**src/rtl/fejkon_button_if.sv**
```systemverilog
// fejkon_button_if: Avalon-MM slave port plus level interrupt for the button block
interface fejkon_button_if;
  logic [1:0]  avs_address;
  logic        avs_read;
  logic [31:0] avs_readdata;
  logic        avs_write;
  logic [31:0] avs_writedata;
  logic        irq;
  modport master (output avs_address, avs_read, avs_write, avs_writedata, input avs_readdata, irq);
  modport slave (input avs_address, avs_read, avs_write, avs_writedata, output avs_readdata, irq);
endinterface

```
**src/rtl/fejkon_button.sv**
```systemverilog
// fejkon_button: debounced board buttons/switches with sticky press/release events on Avalon-MM; FEJKON_BUTTON_LONGPRESS_EN adds long-press events
module fejkon_button #(
  parameter int Inputs = 4,
  parameter int ReferenceClock = 50000000,
  parameter int DebounceMs = 20,
  parameter int LongPressMs = 1000
) (
  input  logic              clk,
  input  logic              reset_n,
  input  logic [Inputs-1:0] button_n,
  output logic [Inputs-1:0] pressed,
  fejkon_button_if.slave    avs
);
  localparam int DebounceCycles = ReferenceClock / 1000 * DebounceMs;
  localparam int CW = $clog2(DebounceCycles) + 1;
  localparam logic [CW-1:0] CntLast = CW'(DebounceCycles - 1);
  localparam logic [31:0] LoMask = 32'((64'd1 << Inputs) - 64'd1);
`ifdef FEJKON_BUTTON_LONGPRESS_EN
  localparam logic [31:0] EvMask = LoMask | (LoMask << 16);
`else
  localparam logic [31:0] EvMask = LoMask;
`endif
  logic [Inputs-1:0] meta_q, sync_q, sync, pressed_q, pressed_d, rise, fall, lp_set;
  logic [CW-1:0] cnt_q [Inputs];
  logic [CW-1:0] cnt_d [Inputs];
  logic [31:0] press_q, press_d, release_q, release_d, mask_q, mask_d, rdata_q, rdata_d;
  logic irq_q, irq_d, wr_press, wr_release, wr_mask;

  // two-flop synchroniser; flops idle at the released (high) level
  always_ff @(posedge clk or negedge reset_n)
    if (!reset_n) begin
      meta_q <= '1;
      sync_q <= '1;
    end else begin
      meta_q <= button_n;
      sync_q <= meta_q;
    end

  assign sync = ~sync_q;

  // pressed follows sync only after DebounceCycles consecutive disagreeing clocks
  always_comb begin
    pressed_d = pressed_q;
    for (int i = 0; i < Inputs; i++) begin
      cnt_d[i] = '0;
      if (sync[i] != pressed_q[i]) begin
        if (cnt_q[i] == CntLast) pressed_d[i] = sync[i];
        else cnt_d[i] = cnt_q[i] + CW'(1);
      end
    end
  end

  assign rise = pressed_d & ~pressed_q;
  assign fall = ~pressed_d & pressed_q;

`ifdef FEJKON_BUTTON_LONGPRESS_EN
  localparam int LongPressCycles = ReferenceClock / 1000 * LongPressMs;
  localparam int LW = $clog2(LongPressCycles + 1);
  logic [LW-1:0] lp_q [Inputs];
  logic [LW-1:0] lp_d [Inputs];

  // hold timer per input; parks one past the threshold so the event fires once per hold
  always_comb
    for (int i = 0; i < Inputs; i++) begin
      lp_d[i] = !pressed_q[i] ? '0 : lp_q[i] == LW'(LongPressCycles) ? lp_q[i] : lp_q[i] + LW'(1);
      lp_set[i] = pressed_q[i] && lp_q[i] == LW'(LongPressCycles - 1);
    end

  // hold timer registers
  always_ff @(posedge clk or negedge reset_n)
    if (!reset_n) lp_q <= '{default: '0};
    else lp_q <= lp_d;
`else
  assign lp_set = '0;
`endif

  assign wr_press   = avs.avs_write && avs.avs_address == 2'd1;
  assign wr_release = avs.avs_write && avs.avs_address == 2'd2;
  assign wr_mask    = avs.avs_write && avs.avs_address == 2'd3;

  // sticky events where a new event beats a same-cycle clear; reads return pre-write values
  always_comb begin
    press_d   = ((press_q & ~(wr_press ? avs.avs_writedata : '0)) | 32'(rise) | (32'(lp_set) << 16)) & EvMask;
    release_d = ((release_q & ~(wr_release ? avs.avs_writedata : '0)) | 32'(fall)) & LoMask;
    mask_d    = wr_mask ? avs.avs_writedata & EvMask : mask_q;
    irq_d     = |((press_q | release_q) & mask_q);
    rdata_d   = !avs.avs_read ? rdata_q :
                avs.avs_address == 2'd0 ? 32'(pressed_q) :
                avs.avs_address == 2'd1 ? press_q :
                avs.avs_address == 2'd2 ? release_q : mask_q;
  end

  // debounce state, event, mask, interrupt and read-data registers
  always_ff @(posedge clk or negedge reset_n)
    if (!reset_n) begin
      pressed_q <= '0;
      cnt_q     <= '{default: '0};
      press_q   <= '0;
      release_q <= '0;
      mask_q    <= '0;
      rdata_q   <= '0;
      irq_q     <= 1'b0;
    end else begin
      pressed_q <= pressed_d;
      cnt_q     <= cnt_d;
      press_q   <= press_d;
      release_q <= release_d;
      mask_q    <= mask_d;
      rdata_q   <= rdata_d;
      irq_q     <= irq_d;
    end

  assign pressed          = pressed_q;
  assign avs.avs_readdata = rdata_q;
  assign avs.irq          = irq_q;
endmodule

```
**src/flat_wrapper.sv**
```systemverilog
// flat-port wrapper written by rule: the top's interface ports become plain ports
module fejkon_button_flat 
#(
  parameter int Inputs = 4,
  parameter int ReferenceClock = 50000000,
  parameter int DebounceMs = 20,
  parameter int LongPressMs = 1000
)
  (clk, reset_n, button_n, pressed, avs_avs_address, avs_avs_read, avs_avs_write, avs_avs_writedata, avs_avs_readdata, avs_irq);
  fejkon_button_if avs_i ();
  input  logic clk;
  input  logic reset_n;
  input  logic [Inputs-1:0] button_n;
  output logic [Inputs-1:0] pressed;
  input wire logic [$bits(avs_i.avs_address)-1:0] avs_avs_address;
  input wire logic [$bits(avs_i.avs_read)-1:0] avs_avs_read;
  input wire logic [$bits(avs_i.avs_write)-1:0] avs_avs_write;
  input wire logic [$bits(avs_i.avs_writedata)-1:0] avs_avs_writedata;
  output wire logic [$bits(avs_i.avs_readdata)-1:0] avs_avs_readdata;
  output wire logic [$bits(avs_i.irq)-1:0] avs_irq;
  assign avs_i.avs_address = avs_avs_address;
  assign avs_i.avs_read = avs_avs_read;
  assign avs_i.avs_write = avs_avs_write;
  assign avs_i.avs_writedata = avs_avs_writedata;
  assign avs_avs_readdata = avs_i.avs_readdata;
  assign avs_irq = avs_i.irq;
  fejkon_button #(.Inputs(Inputs), .ReferenceClock(ReferenceClock), .DebounceMs(DebounceMs), .LongPressMs(LongPressMs)) u_core (.clk(clk), .reset_n(reset_n), .button_n(button_n), .pressed(pressed), .avs(avs_i));
endmodule
```
**config.mk**
```make
export PLATFORM = sky130hd
export DESIGN_NAME = fejkon_button_flat
export DESIGN_NICKNAME = d
export VERILOG_FILES = /design/src/rtl/fejkon_button_if.sv /design/src/rtl/fejkon_button.sv /design/src/flat_wrapper.sv
export SDC_FILE = /design/constraint.sdc
export NUM_CORES = 1
export LEC_CHECK = 0
export CAP_MARGIN = 40
export CORE_ASPECT_RATIO = 0.75
export CORE_UTILIZATION = 55
export DETAILED_ROUTE_END_ITERATION = 12
export PLACE_DENSITY = 0.89
export SLEW_MARGIN = 20
export SYNTH_ARGS = -nofsm -noshare
export SYNTH_HDL_FRONTEND = slang
export SYNTH_SLANG_ARGS = --single-unit
```
**constraint.sdc**
```tcl
create_clock -name clk -period 2.1 [get_ports clk]
set_input_delay 0.42 -clock clk [delete_from_list [all_inputs] [get_ports clk]]
set_output_delay 0.42 -clock clk [all_outputs]
set_load 0.01 [all_outputs]
```
-- Word level (Yosys, flattened, before mapping)
Cells that the tools add are included.
- shifts and indexed selects: 0
- equal/unequal tests: 11
- reduce and logical (&&, ||, !) cells: 5
- bitwise operators: 13
- $lt $le $gt $ge: 0
- $add $sub $neg: 4
- divide/modulo/power cells: 0
- $mul: 0
- multiplexer cells: 21
- operators with widths (cell ; count):
    21-bit two-way mux ; 8
    21-bit by 1-bit adder with 21-bit output (second input constant) ; 4
    21-bit by 20-bit == test with 1-bit output (second input constant) ; 4
    32-bit two-way mux ; 2
    32-bit by 4-bit bitwise AND with 32-bit output ; 1
    32-bit OR reduction ; 1
    4-bit NOT ; 5
    4-bit bitwise AND ; 4
    4-bit two-way mux ; 3
    4-bit bitwise OR ; 3
    1-bit two-way mux ; 8
    2-bit == test (second input constant) ; 2
    1-bit != test ; 4
    1-bit logical AND ; 3
    2-bit by 1-bit == test with 1-bit output (second input constant) ; 1
    2-bit logical NOT ; 1
- RAM bits: 0
- output and inout port bits: 37
- register bits: 141
- bits in latches: 0
- memory bits (read-only): 0
- memories kept: 0
- word-level logic and storage cells: 66
- input port bits: 42

-- Longest topological paths before layout
- depth in word-level cells: 6
- mapped depth: 6

-- Worst setup path after synthesis
OpenSTA, ideal clock, no wires.
- kind: register -> register
- from: register u_core.cnt_q[42] (netlist name)
- to: register u_core.cnt_q[60] (netlist name)
- data required time: 2.020 ns
- setup slack: 0.161 ns
- cell stages (with the launch flop): 7
- buffers on the path: 1
- data arrival time: 1.859 ns
- cells stage by stage: dfrtp_1 > ha_1 > inv_1 > or4_1 > buf_2 > or4_1 > a21oi_1
- RTL lines (item ; RTL line ; source):
    from (decl) ; fejkon_button.sv:24 ; logic [CW-1:0] cnt_q [Inputs];
    from (signal assigned) ; fejkon_button.sv:105 ; cnt_q <= cnt_d;

==> summary.md <==
| Metric | Value |
|---|---|
| Outcome | `finished clean` |
| Pins Over Slew Limit | `0` |
| Clock tree root buffer cell | `clkbuf_16` |
| Met2 Usage GRT | `42.6%` |
| Fill cell count | `711` |
| CP Capture Type | `register` |
| Clock Sinks | `113` |
| Synthesized flop and latch total | `113` |
| Skew-Pair Late Insertion Delay | `0.41 ns` |
| Synth top area share | `46.8%` |
| M1 GR Usage | `31.1%` |
| Commonest cells in the netlist | `105 x dfrtp_1, 58 x nor2_1, 35 x nand2_1` |
| Via Count | `4,471` |
| Largest net degree at the start of global routing | `51` |
| Final period util | `98.8%` |
| Met3 usage | `7.02%` |
| Number of global-route vias before repair | `4,272` |
| Die Wd | `119 um` |
| Yosys top cell by area | `dfrtp_1` |
| Area grow syn2layout | `17.7%` |
| Gr usage total | `25.2%` |
| DIE AREA | `0.0106 mm2` |
| MaxCap Viol Count | `0` |
| Startpoint type of the worst setup path | `register` |
| Max Fclk | `482 MHz` |
| Worst hold slack | `0.354 ns` |
| Gr ovfl total | `0` |
| Post-DP HPWL | `8.16 mm` |
| CTS tree | `built` |
| Distinct cells, synth | `44` |
| Post-Route WL | `12.5 mm` |
| Cts bufs inserted | `17` |
| Worst Reg-to-Reg Cells | `5` |
| Mean Syn Cell Area | `10.0 um2` |
| Via density | `5.95` |
| YS warnings | `0` |
| Starting Density | `57.4%` |
| Core area | `0.00977 mm2` |
| WHS Path Cells | `0` |
| # DRC | `0` |
| Syn Std Cell Area | `0.00561 mm2` |
| Final-report setup violation count | `0` |
| Worst Tran Pin Value | `0.529 ns` |
| Final nets | `653` |
| Most numerous cell in the Yosys netlist | `dfrtp_1` |
| H-Tree Depth | `4` |
| WP data arrival | `2.39 ns` |
| Synth top area cells | `dfrtp_1 47%, xnor2_1 4.5%, nor2_1 3.9%, buf_4 3.7%, dfstp_2 3.7%` |
| Hold WC Path Type | `register to register` |
| Routed length per instance | `16.6 um` |
| Leakage power | `2.71 nW` |
| RD Place Congestion | `0.835` |
| Reg2Reg Setup Slack | `0.03 ns` |
| Post-synthesis cell count | `561` |
| Core Rows | `31` |
| Port Buffers | `22` |
| I/O Pins | `79` |
| First-pass GRT wire length | `20.5 mm` |
| Critical Path RT | `2.42 ns` |
| PwrDens | `812 mW/mm2` |
| Asr flop ratio synth | `100%` |
| Antenna Cells | `0` |
| Share of layout cells above drive strength 1 | `13.2%` |
| First-pass DRT Iterations | `5` |
| WS Path Type | `register to register` |
| Period minus WS final | `2.07 ns` |
| Reg clk slew, reported paths | `0.05 ns` |
| Register area share after synthesis | `50.6%` |
| Post-synth EDFFs | `0` |
| Slew headroom | `64.4%` |
| Grt peak-use layer | `met2` |
| Clock tree buffer depth | `2` |
| Clock Skews | `0.00641 ns` |
| VDD IR-drop max | `0.000630 V` |
| Die H | `89.5 um` |
| Initial DRC count | `374` |
| Power, Total | `5.37 mW` |
| Synth Flop Type | `dfrtp_1` |
| Fin. Hold Viols | `0` |
| Initial antenna violation count | `0` |
| Post-route ant nets | `0` |
| Max FO, Critical Path | `9` |
[registers in the layout, indices dropped and copies added, names as in the netlist]
register / flops
u_core.press_q: 4
u_core.mask_q: 4
u_core.avs.irq: 1
u_core.pressed: 4
u_core.avs.avs_readdata: 4
u_core.cnt_q: 84
u_core.release_q: 4
u_core.meta_q: 4
u_core.sync_q: 4
[layer usage]
| layer | vias to the layer above | part of all wire [%] | wire length [um] |
|---|---|---|---|
| met3 | 27 | 5.4 | 677 |
| li1 | 2062 | - | - |
| met1 | 2215 | 42 | 5300 |
| met2 | 167 | 50 | 6220 |
| met5 | - | 0 | 0 |
| met4 | 0 | 2.4 | 294 |
[layout by cell type (no fill, tap or decap), types with 6 or more instances in the layout]
cell / instances
buf_4: 18
conb_1: 28
dfstp_2: 8
xor2_1: 24
or4_1: 12
and3_1: 7
xnor2_1: 29
dfrtp_1: 105
a21oi_1: 26
nand3_1: 29
inv_1: 16
clkbuf_16: 17
nor2_1: 58
nand2_1: 35
or3_1: 15
nor4_1: 14
and4_1: 6
o31ai_1: 15
nand4_1: 29
clkdlybuf4s50_1: 21
o21ai_0: 32
nor3_1: 7
[area by class of cell]
cell class	count	area, um2	share of cell area [%]
sequential	113	2840	42.9
multi-input combinational	417	2570	38.8
clock buffer	22	474	7.18
timing repair buffer	42	395	5.98
tap	132	165	2.50
clock inverter	10	109	1.65
inverter	16	60.1	0.909
[critical path: stages (launching register included)]
cell,delay [ns]
dfrtp_1,0.42
ha_1,0.20
inv_1,0.06
or4_4,0.59
or4_1,0.49
a21oi_2,0.23
[stage by stage]
stage | cells | area, um2 | utilization (%) | setup WS (ns) | TNS (ns)
floorplan | 588 | 5710 | - | 0.161 | 0
global placement | 719 | 6000 | 61.4 | 0.0675 | 0
detailed placement | 719 | 6000 | 61.4 | 0.0269 | 0
CTS | 752 | 6600 | 67.5 | 0.0309 | 0
global route | 752 | 6610 | 67.6 | -0.00785 | -0.00785
finish | 752 | 6610 | 67.6 | 0.0259 | 0
[kinds of logic after synthesis]
logic type,synth area share [%]
and+or+nand+nor,23.3
muxes,2.96
other,0.0668
adders and majority gates,0.892
AOI/OAI and AO/OA,8.14
xor gates and xnor gates,8.27
buffers and inverters,5.80
DFF,50.6
[worst paths after layout]
path / startpoint / endpoint
setup reg to reg: u_core.cnt_q[43]$_DFF_PN0_ / u_core.cnt_q[60]$_DFF_PN0_
hold / removal: u_core.meta_q[2]$_DFF_PN1_ / u_core.sync_q[2]$_DFF_PN1_
min in group asynchronous: reset_n / u_core.cnt_q[83]$_DFF_PN0_
setup / recovery: u_core.cnt_q[43]$_DFF_PN0_ / u_core.cnt_q[60]$_DFF_PN0_
hold reg to reg: u_core.meta_q[2]$_DFF_PN1_ / u_core.sync_q[2]$_DFF_PN1_
max in group asynchronous: reset_n / u_core.sync_q[3]$_DFF_PN1_
[what timing repair did]
| item | 4_1_cts | 5_1_grt |
|---|---|---|
| hold buffers | 1 | 0 |
| gates resized for setup | 1 | 2 |
| gates cloned | 0 | 0 |
| hold endpoints to repair | 18 | 0 |
| setup buffers | 0 | 0 |
| setup endpoints to repair | 1 | 3 |
[report_power, final]
group / total [mW] / switching (mW) / internal [mW]
Combinational: 0.275 / 0.162 / 0.113
Clock: 2.79 / 0.964 / 1.83
Sequential: 2.30 / 0.0582 / 2.24
Total: 5.37 / 1.18 / 4.18
Note: power is estimated with default switching activity, not from simulation.
